--- src/rtl/exmem_skid_stage.sv ---
// EX/MEM pipeline register with valid/ready handshake, 2-entry skid buffer and flush.
// Optional: define EXMEM_FWD_EN to add the fwd_valid/fwd_addr/fwd_data forwarding taps.
module exmem_skid_stage #(
  parameter int WB_W     = 2,
  parameter int MEM_W    = 2,
  parameter int DATA_W   = 32,
  parameter int ADDR_W   = 5,
  parameter int REGW_BIT = 1
) (
  input  logic              clk,
  input  logic              rst_n,
  input  logic              flush,
  input  logic              in_valid,
  output logic              in_ready,
  input  logic [WB_W-1:0]   wb_in,
  input  logic [MEM_W-1:0]  mem_in,
  input  logic [DATA_W-1:0] alu_in,
  input  logic [DATA_W-1:0] wdata_in,
  input  logic [ADDR_W-1:0] dest_in,
  output logic              out_valid,
  input  logic              out_ready,
  output logic [WB_W-1:0]   wb_out,
  output logic [MEM_W-1:0]  mem_out,
  output logic [DATA_W-1:0] alu_out,
  output logic [DATA_W-1:0] wdata_out,
  output logic [ADDR_W-1:0] dest_out,
`ifdef EXMEM_FWD_EN
  output logic              fwd_valid,
  output logic [ADDR_W-1:0] fwd_addr,
  output logic [DATA_W-1:0] fwd_data,
`endif
  output logic [1:0]        occupancy
);

  typedef struct packed {
    logic [WB_W-1:0]   wb;
    logic [MEM_W-1:0]  mem;
    logic [DATA_W-1:0] alu;
    logic [DATA_W-1:0] wdata;
    logic [ADDR_W-1:0] dest;
  } beat_t;

  beat_t main_q, main_d;
  beat_t skid_q, skid_d;
  logic  main_valid_q, main_valid_d;
  logic  skid_valid_q, skid_valid_d;

  beat_t in_beat;
  logic  accept;
  logic  pop;

  assign in_beat = '{wb: wb_in, mem: mem_in, alu: alu_in, wdata: wdata_in, dest: dest_in};

  // in_ready comes straight from a flop, so upstream never sees a path from out_ready.
  assign in_ready = !skid_valid_q;
  assign accept   = in_valid && in_ready;
  assign pop      = main_valid_q && out_ready;

  always_comb begin
    main_d       = main_q;
    skid_d       = skid_q;
    main_valid_d = main_valid_q;
    skid_valid_d = skid_valid_q;
    if (flush) begin
      // Data is left in place; only the valid bits drop, turning the outputs into a bubble.
      main_valid_d = 1'b0;
      skid_valid_d = 1'b0;
    end else if (!main_valid_q || pop) begin
      if (skid_valid_q) begin
        main_d       = skid_q;
        main_valid_d = 1'b1;
        if (accept) begin
          skid_d       = in_beat;
          skid_valid_d = 1'b1;
        end else begin
          skid_valid_d = 1'b0;
        end
      end else if (accept) begin
        main_d       = in_beat;
        main_valid_d = 1'b1;
      end else begin
        main_valid_d = 1'b0;
      end
    end else if (accept) begin
      skid_d       = in_beat;
      skid_valid_d = 1'b1;
    end
  end

  always_ff @(posedge clk) begin
    if (!rst_n) begin
      main_q       <= '0;
      skid_q       <= '0;
      main_valid_q <= 1'b0;
      skid_valid_q <= 1'b0;
    end else begin
      main_q       <= main_d;
      skid_q       <= skid_d;
      main_valid_q <= main_valid_d;
      skid_valid_q <= skid_valid_d;
    end
  end

  assign out_valid = main_valid_q;
  assign wb_out    = main_valid_q ? main_q.wb  : '0;
  assign mem_out   = main_valid_q ? main_q.mem : '0;
  assign alu_out   = main_q.alu;
  assign wdata_out = main_q.wdata;
  assign dest_out  = main_q.dest;
  assign occupancy = {1'b0, main_valid_q} + {1'b0, skid_valid_q};

`ifdef EXMEM_FWD_EN
  assign fwd_valid = out_valid & wb_out[REGW_BIT] & (dest_out != '0);
  assign fwd_addr  = dest_out;
  assign fwd_data  = alu_out;
`endif

endmodule
--- config.mk ---
export PLATFORM = sky130hd
export DESIGN_NAME = exmem_skid_stage
export DESIGN_NICKNAME = d
export VERILOG_FILES = /design/src/rtl/exmem_skid_stage.sv
export SDC_FILE = /design/constraint.sdc
export NUM_CORES = 1
export LEC_CHECK = 0
export ABC_AREA = 1
export CORE_ASPECT_RATIO = 2
export CORE_MARGIN = 8
export CORE_UTILIZATION = 30
export CTS_CLUSTER_SIZE = 40
export DETAILED_ROUTE_END_ITERATION = 16
export GPL_TIMING_DRIVEN = 0
export PLACE_DENSITY = 0.54
export SYNTH_ARGS = -nofsm -noshare
export SYNTH_HDL_FRONTEND = slang
export SYNTH_SLANG_ARGS = --single-unit
export TNS_END_PERCENT = 50
--- constraint.sdc ---
create_clock -name clk -period 1.5 [get_ports clk]
set_input_delay 0.3 -clock clk [delete_from_list [all_inputs] [get_ports clk]]
set_output_delay 0.3 -clock clk [all_outputs]
set_load 0.02 [all_outputs]
==> results.sh <==
export IMPL_num_io_pins=155
export IMPL_drt_first_iter_violations=296
export IMPL_critPathLaunchType="flop"
export IMPL_crit_path_end_kind="primary output"
export IMPL_antenna_found_initial=0
export IMPL_setup_ws_ns=0.00246
export IMPL_max_freq_ghz=0.668
export IMPL_syn_area_sq_mm=0.00753
export IMPL_layout_common_cells="298 x nand2_1, 290 x nor2_1, 151 x inv_1"
export IMPL_drt_met1_wl_um=9910
export IMPL_io_buffers=153
export IMPL_slew_viol_final=0
export IMPL_grtUsageTotal=0.143
export IMPL_worstMarginPinSlew_ns=0.611
export IMPL_wl_per_cell_um=12.4
export IMPL_critPathSlowestCell="dfxtp_4"
export IMPL_fin_skew_ns=0.00654
export IMPL_ant_nets=0
export IMPL_grt_pass1_vias=6985
export IMPL_cts_buffers=17
export IMPL_wl_met3_um=1270
export IMPL_period_needed_ns=1.50
export IMPL_drt_first_pass_iters=5
export IMPL_synth_seq_cells=148
export IMPL_dp_hpwl_um=15800
export IMPL_die_y_um=240
export IMPL_wl_met2_um=9800
export IMPL_synth_seq_area_share=0.394
export IMPL_htreeDepth=4
export IMPL_place_ws_ns=-0.425
export IMPL_ctsHoldBuffers=0
export IMPL_worstPathRequired_ns=1.20
export IMPL_fin_setup_tns_ns=0
export IMPL_cp_arrival_ns=1.20
export IMPL_syn_avg_cell_area_sq_um=6.34
export IMPL_ir_drop_mv=0.563
export IMPL_yosysWarnings=0
export IMPL_final_cell_area_sq_mm=0.0102
export IMPL_numPlacedInstances=1677
export IMPL_crit_path_max_incr_delay_ns=0.41
export IMPL_maxCapViolations=0
export IMPL_route_detailed_drc=0
export IMPL_fillCellCount=2743
export IMPL_grt_overflow=0
export IMPL_grt_max_degree=17
export IMPL_cts_sinks=148
export IMPL_drt_vias_per_instance=4.14
export IMPL_path_delay_family="flip-flops"
export IMPL_syn2layout_area_growth_pct=34.9
export IMPL_postSynthNetCount=1267
export IMPL_num_rows=82
export IMPL_layout_nets=1443
export IMPL_place_area_sq_mm=0.00948
export IMPL_place_congestion=0.791
export IMPL_highest_layer="met4"
export IMPL_die_w_um=128
export IMPL_grt_setup_unrepaired="yes"
export IMPL_critical_path_class="flop to primary output"
export IMPL_status="complete, no violations"
export IMPL_final_common_cell="nand2_1"
export IMPL_yosys_cell_types_count=16
export IMPL_period_share=0.998
export IMPL_floorplan_initialDensity=0.303
export IMPL_hold_path_class="input pin to flop"
export IMPL_p_leak_nw=4.95
export IMPL_instances_no_fill=1712
export IMPL_crit_buf_inv=1
export IMPL_syn_inst=1188
export IMPL_tritoncts="yes"
export IMPL_finalHoldViolCount=0
export IMPL_p_per_area_mw_per_mm2=1020
export IMPL_critPathMaxFanout=6
export IMPL_dieArea_sq_mm=0.0307
export IMPL_cts_buffer_depth=2
export IMPL_relSlewSlack=0.593
export IMPL_grt_pass1_wl_um=34800
export IMPL_vias=7092
export IMPL_fp_coreArea_sq_mm=0.0248
export IMPL_clk_latency_ns=0.43
export IMPL_crit_chain="dlygate4sd2_1"
export IMPL_path_clk_slew_ns=0.06
export IMPL_drive_above_1_share=0.168
export IMPL_root_buffer="clkbuf_16"
export IMPL_wl_um=21300
export IMPL_power_mw=10.4
export IMPL_setup_viol=0
export IMPL_antenna_cells=0
-- flip-flops by register name, indices dropped and copies added (netlist names) --
| register | count |
|---|---|
| dest_out | 5 |
| skid_q | 73 |
| wdata_out | 32 |
| out_valid | 1 |
| skid_valid_q | 1 |
| alu_out | 32 |
| main_q | 4 |
-- cell families after synthesis --
| family | count (synthesis) | synth area share |
|---|---|---|
| flip-flops | 148 | 0.394 |
| AND/OR/NAND/NOR | 672 | 0.351 |
| AO/OA/AOI/OAI | 73 | 0.0485 |
| buffers and inverters | 294 | 0.205 |
| adder cells (fa/ha/maj) | 1 | 0.00166 |
-- worst paths after layout --
check / from / endpoint / slack (ns) / cells past startpoint
max: out_valid / out_valid / 0.002 / 1
min: rst_n / alu_out[12] / 0.27 / 3
max reg2reg: skid_valid_q / alu_out[31] / 0.07 / 8
min reg2reg: skid_q[59] / skid_q[59] / 0.48 / 2
-- per-stage QoR --
step / utilization / hold slack (ns)
5_1_grt: 0.409 / 0.282
6_report: 0.409 / 0.266
3_3_place_gp: 0.382 / 0.463
4_1_cts: 0.409 / 0.243
3_5_place_dp: 0.382 / 0.470
2_1_floorplan: - / 0.455
-- synthesized netlist by cell type --
cell type | count | area, sq um
nand2_1 | 299 | 1120
nor2_1 | 293 | 1100
inv_1 | 152 | 571
dfxtp_1 | 148 | 2960
buf_4 | 78 | 586
nand3_1 | 76 | 380
o21ai_0 | 73 | 365
clkbuf_1 | 24 | 90.1
buf_2 | 21 | 105
buf_6 | 16 | 180
inv_2 | 2 | 7.51
nor2_4 | 2 | 22.5
ha_1 | 1 | 12.5
inv_4 | 1 | 6.26
nand2_2 | 1 | 6.26
nand3_2 | 1 | 10.0
-- worst min-delay path: stages --
cell	delay [ns]
clkbuf_1	0.20
nand2_1	0.12
nor2_1	0.03
-- final cells by class --
class	count	area (sq um)	share of cell area
Multi-Input combinational cell	746	3040	0.299
Timing Repair Buffer	157	1480	0.145
Buffer	139	1040	0.102
Clock inverter	12	181	0.0179
Tap cell	336	420	0.0414
Clock buffer	19	443	0.0436
Sequential cell	148	2970	0.293
Inverter	155	584	0.0575
-- layer usage --
metal  up-vias  global-route usage
li1       3800                   -
met1      3103               0.174
met2       164               0.235
met3        25              0.0389
met4         0              0.0508
met5         -                   0
-- report_power, final --
group	switching, mW	total, mW	internal [mW]
clock network	1.72	4.54	2.82
registers	0.0937	4.20	4.10
logic	0.839	1.62	0.784
total	2.65	10.4	7.71
-- repair_timing --
action,CTS,global route
gates resized for setup,197,85
pin swaps,1,1
endpoints found under the setup margin,220,163
buffers inserted,3,1
endpoints found under the hold margin,0,0
Power figures use the tool's default switching activity.
